File: src/rtl/poker_types.sv
// poker_types: card encoding, deck size and deck controller states shared across the poker datapath
package poker_types;
   typedef enum logic [3:0] {
      TWO, THREE, FOUR, FIVE, SIX, SEVEN, EIGHT, NINE, TEN, JACK, QUEEN, KING, ACE
   } rank_t;
   typedef enum logic [1:0] {CLUBS, DIAMONDS, HEARTS, SPADES} suit_t;
   typedef struct packed {
      rank_t rank;
      suit_t suit;
   } card_t;
   typedef enum logic [1:0] {IDLE, LOAD, SHUFFLE, READY} deck_state_t;
   localparam int DECK_SIZE = 52;
   localparam card_t RESET_CARD = '{rank: ACE, suit: SPADES};
endpackage

File: src/rtl/shuffled_card_deck_lfsr16.sv
// lfsr16: free-running 16-bit Fibonacci LFSR, x^16+x^14+x^13+x^11+1, shifting right
module lfsr16 #(
   parameter logic [15:0] SEED = 16'hACE1
) (
   input  logic        clk,
   input  logic        reset,
   output logic [15:0] value
);
   always_ff @(posedge clk or posedge reset)
      if (reset) value <= SEED;
      else value <= {value[0] ^ value[2] ^ value[3] ^ value[5], value[15:1]};
endmodule

File: src/rtl/shuffled_card_deck.sv
// shuffled_card_deck: 52-card deck with in-place Fisher-Yates shuffle and sequential draw
module shuffled_card_deck
   import poker_types::*;
#(
   parameter logic [15:0] LFSR_SEED = 16'hACE1
) (
   input  logic       clk,
   input  logic       reset,
   input  logic       start_shuffle,
   input  logic       draw_card,
   output card_t      top_card,
   output logic       ready,
   output logic       empty,
   output logic [5:0] cards_left
);
   deck_state_t state, state_nx;
   card_t deck [DECK_SIZE];
   logic [5:0] ptr, idx, j;
   logic [15:0] lfsr;
   logic accept;

   function automatic card_t ordered(int k);
      return '{rank: rank_t'(4'(k % 13)), suit: suit_t'(2'(k / 13))};
   endfunction

   // smallest all-ones value covering v, so the masked candidate is near-uniform before rejection
   function automatic logic [5:0] mask(logic [5:0] v);
      logic [5:0] m;
      m = v | (v >> 1);
      m = m | (m >> 2);
      return m | (m >> 4);
   endfunction

   lfsr16 #(.SEED(LFSR_SEED)) u_lfsr (.clk(clk), .reset(reset), .value(lfsr));

   assign j = lfsr[5:0] & mask(idx);
   assign accept = j <= idx;

   always_comb begin
      state_nx = state;
      unique case (state)
         IDLE:    state_nx = start_shuffle ? LOAD : IDLE;
         LOAD:    state_nx = start_shuffle ? LOAD : SHUFFLE;
         SHUFFLE: state_nx = start_shuffle ? LOAD : (accept && idx == 6'd1) ? READY : SHUFFLE;
         READY:   state_nx = start_shuffle ? LOAD : READY;
         default: state_nx = IDLE;
      endcase
      ready = state == READY;
      empty = ready && ptr == 6'd52;
      cards_left = ready ? 6'd52 - ptr : 6'd0;
      top_card = (ready && !empty) ? deck[ptr] : RESET_CARD;
   end

   always_ff @(posedge clk or posedge reset)
      if (reset) begin
         state <= IDLE;
         ptr <= '0;
         idx <= 6'd51;
         for (int k = 0; k < DECK_SIZE; k++) deck[k] <= ordered(k);
      end else begin
         state <= state_nx;
         if (state == LOAD) begin
            ptr <= '0;
            idx <= 6'd51;
            for (int k = 0; k < DECK_SIZE; k++) deck[k] <= ordered(k);
         end else if (state == SHUFFLE && !start_shuffle && accept) begin
            deck[idx] <= deck[j];
            deck[j] <= deck[idx];
            idx <= idx - 6'd1;
         end else if (state == READY && !start_shuffle && draw_card && ptr != 6'd52) begin
            ptr <= ptr + 6'd1;
         end
      end
endmodule

File: config.mk
export PLATFORM = sky130hd
export DESIGN_NAME = shuffled_card_deck
export DESIGN_NICKNAME = d
export VERILOG_FILES = /design/src/rtl/poker_types.sv /design/src/rtl/shuffled_card_deck_lfsr16.sv /design/src/rtl/shuffled_card_deck.sv
export SDC_FILE = /design/constraint.sdc
export NUM_CORES = 1
export LEC_CHECK = 0
export ABC_AREA = 1
export CORE_MARGIN = 1
export CORE_UTILIZATION = 35
export DETAILED_ROUTE_END_ITERATION = 16
export PLACE_DENSITY_LB_ADDON = 0.05
export SYNTH_ARGS = -nofsm -noshare
export SYNTH_HDL_FRONTEND = slang
export SYNTH_HIERARCHICAL = 1
export SYNTH_SLANG_ARGS = --single-unit
export TNS_END_PERCENT = 100
File: constraint.sdc
create_clock -name clk -period 16.6 [get_ports clk]
set_input_delay 3.32 -clock clk [delete_from_list [all_inputs] [get_ports clk]]
set_output_delay 3.32 -clock clk [all_outputs]
set_load 0.01 [all_outputs]
==> impl_metrics.ini <==
[status]
outcome = completed

[synth]
synthAdderAreaFrac_pct = 0.4045
yosysTopAreaCell = nand2_1
synthMuxAreaShare_pct = 0
synth_top_family_by_area = simple AND/OR/NAND/NOR gates
synth-main-ff-cell = dfrtp_1
synth_nets = 4639
synthCells = 4626
synth_top_area_share_pct = 19.93
yosysSeqAreaShare_pct = 31.42
synth_edf_count = 0
yosysWarnings = 6
synth_common_cells = 1478 x nand2_1, 532 x a21oi_1, 526 x inv_1, 406 x nor2_1, 341 x o21ai_0
synthXorXnorAreaFrac_pct = 0.03146
netlist-cell-type-count = 44
synthTopCellsByArea = nand2_1 20%, dfrtp_1 17%, dfstp_2 14%
avgSynthCellArea_um2 = 6.019
yosys.area_share.simple_pct = 35.65
mappedNetlistArea_mm2 = 0.02784
ys_ff_latch = 342
synth_compound_area_share_pct = 20.39
synthMostInstantiatedCell = nand2_1
synthArstFlopShare_pct = 100.0

[clock_network]
worst_skew_pair.late_latency_ns = 0.64
clk_pin_slew_worst_paths_ns = 0.06
clockBufferDepth = 3
clkSinkCount = 342
cts_resized = 0
root_buffer = clkbuf_16
h-tree-depth = 2
ctsHoldBuffers = 0
postCtsSetupBuffers = 0
cts_tree = yes
numCtsBuffers = 47

[cells_and_area]
area_growth_pct = 9.770
drive_gt1_share_pct = 11.82
final_area_mm2 = 0.03056
num_antenna_cells = 0
post-route-util_pct = 38.75
fin_nets = 4550
num-fill-cells = 8745

[worst_setup_path]
r2r_cells = 19
startpoint = ptr[1]
crit_end = top_card[1]
cp.required_ns = 13.28
end_kind = output pin
crit_path_start_kind = register
crit_fanout = 58
crit_type = reg -> out
critical_path_arrival_ns = 5.07
r2r_slack_ns = 10.51
timing.rr.start = idx[1]
r2r-end = deck[137]

[timing]
worstMarginPinSlew_ns = 1.068
fmax_mhz = 119.2
finalSetupViolations = 0
skew_ns = 0.03727
period_minus_slack_ns = 8.387
finalHoldViolCount = 0
rsz0062_at_grt = no
setup-tns-final_ns = 0
drv_slew = 0
post-route-period-util_pct = 50.53
fin_ws_ns = 8.213
relSlewSlack_pct = 28.74

[floorplanning]
io_pins = 18
core_area_mm2 = 0.07887
rows = 103
die-area_mm2 = 0.08068
die_h_um = 284.0
initial_utilization_pct = 35.30
die_w_um = 284.0

[detailed_routing]
dr_total_vias = 32360
ant_nets = 0
wl_um = 156100
first_pass_iters = 8
wire_per_inst_um = 27.74
drt_iter0_markers = 4067
vias_per_cell = 5.752
drc_errors = 0

[grt]
grt-ovfl-total = 0
grt_max_degree = 99
grt_pass1_wl_um = 220900
grt_usage_pct = 37.81
grt_pass1_vias = 29709
antenna_found_initial = 3

[power]
p_per_area_mw_per_mm2 = 96.94
power_leakage_nw = 15.89
peakVddDrop_v = 0.00008581
fin_total_pwr_mw = 2.963

[placement]
port_buffers = 17
dpl-instance-area_mm2 = 0.02896
gp_congestion = 1.001
hpwlAfterDp_um = 101000
pre_cts_slack_ns = 9.149

[hold_path]
hold_class = reg -> reg

[flow_run]
maxCapViolCount = 0
-- power breakdown --
| group | internal, mW | switching (mW) | leakage [nW] |
|---|---|---|---|
| Sequential | 0.849 | 0.0203 | 4.24 |
| Combinational | 0.168 | 0.844 | 10.8 |
| Clock | 0.638 | 0.444 | 0.798 |
| Total | 1.65 | 1.31 | 15.9 |
-- cells in the final DEF, fill, tap and decap left out, types with 6 or more instances in the layout --
cell type	instances
clkinv_1	6
a21oi_1	532
nand4_1	10
inv_2	74
a21oi_2	30
o22ai_1	109
o21ai_0	341
inv_1	524
clkbuf_16	48
dfrtp_1	188
nand2_1	1469
nor3_1	36
clkbuf_8	10
nor4_1	8
nand3_1	315
buf_4	77
nand3b_1	18
clkbuf_1	9
nor2_1	393
clkinv_2	12
o211ai_1	11
dfstp_2	152
nand2_2	19
nor2_4	42
nor2_2	43
o21ai_1	19
clkdlybuf4s50_1	17
ha_1	9
-- routing by layer --
metal  GRT usage, %  wire, um  vias up
li1               -         -    14663
met1          49.10     62510    15248
met2          57.51     66710     1938
met3          7.990     15680      505
met4          22.80     11110        6
met5              0        34        -
-- worst max-delay path, stage by stage, from the launching register on --
cell,delay (ns)
dfrtp_2,0.35
buf_4,0.58
inv_1,0.64
buf_4,0.41
a21oi_1,0.12
o21ai_0,0.10
a21oi_1,0.17
nor3_1,0.08
nand2_1,0.06
nand2_1,0.05
o21ai_0,0.40
a21oi_1,0.15
o21ai_0,0.56
clkdlybuf4s50_1,0.66
-- stage by stage --
step | std cells | hold slack, ns
final | 5626 | 0.3449
after global routing | 5626 | 0.3582
after CTS | 5626 | 0.3479
after detailed placement | 5538 | 0.3367
after global placement | 5538 | 0.3334
after floorplan | 4626 | 0.3312
-- layout make-up --
class	instances	area, um2	area share [%]
Tap cell	1050	1314	4.299
Multi-Input combinational cell	3445	15850	51.87
Inverter	607	2291	7.496
Sequential cell	342	8753	28.64
Clock inverter	21	230.2	0.7533
Timing Repair Buffer	94	748.2	2.448
Clock buffer	67	1373	4.491
-- kinds of logic after synthesis --
kind of cell,count (synthesis)
xor gates and xnor gates,1
DFF,342
adders and majority gates,9
AOI/OAI and AO/OA,1064
and+or+nand+nor,2371
buffers and inverters,839
-- registers in the layout, summed over array words and instances, names as in the netlist --
signal,flops
deck,312
state,2
idx,6
u_lfsr/value,16
ptr,6
-- worst min-delay path by stage --
stage                  endpoint  cells after the start             start
6_report       u_lfsr/value[10]                      0  u_lfsr/value[11]
2_1_floorplan   u_lfsr/value[8]                      0   u_lfsr/value[9]
5_1_grt        u_lfsr/value[10]                      0  u_lfsr/value[11]
4_1_cts        u_lfsr/value[10]                      0  u_lfsr/value[11]
3_3_place_gp    u_lfsr/value[7]                      0   u_lfsr/value[8]
3_5_place_dp    u_lfsr/value[7]                      0   u_lfsr/value[8]
No activity file was read; power rests on OpenSTA's default activity.
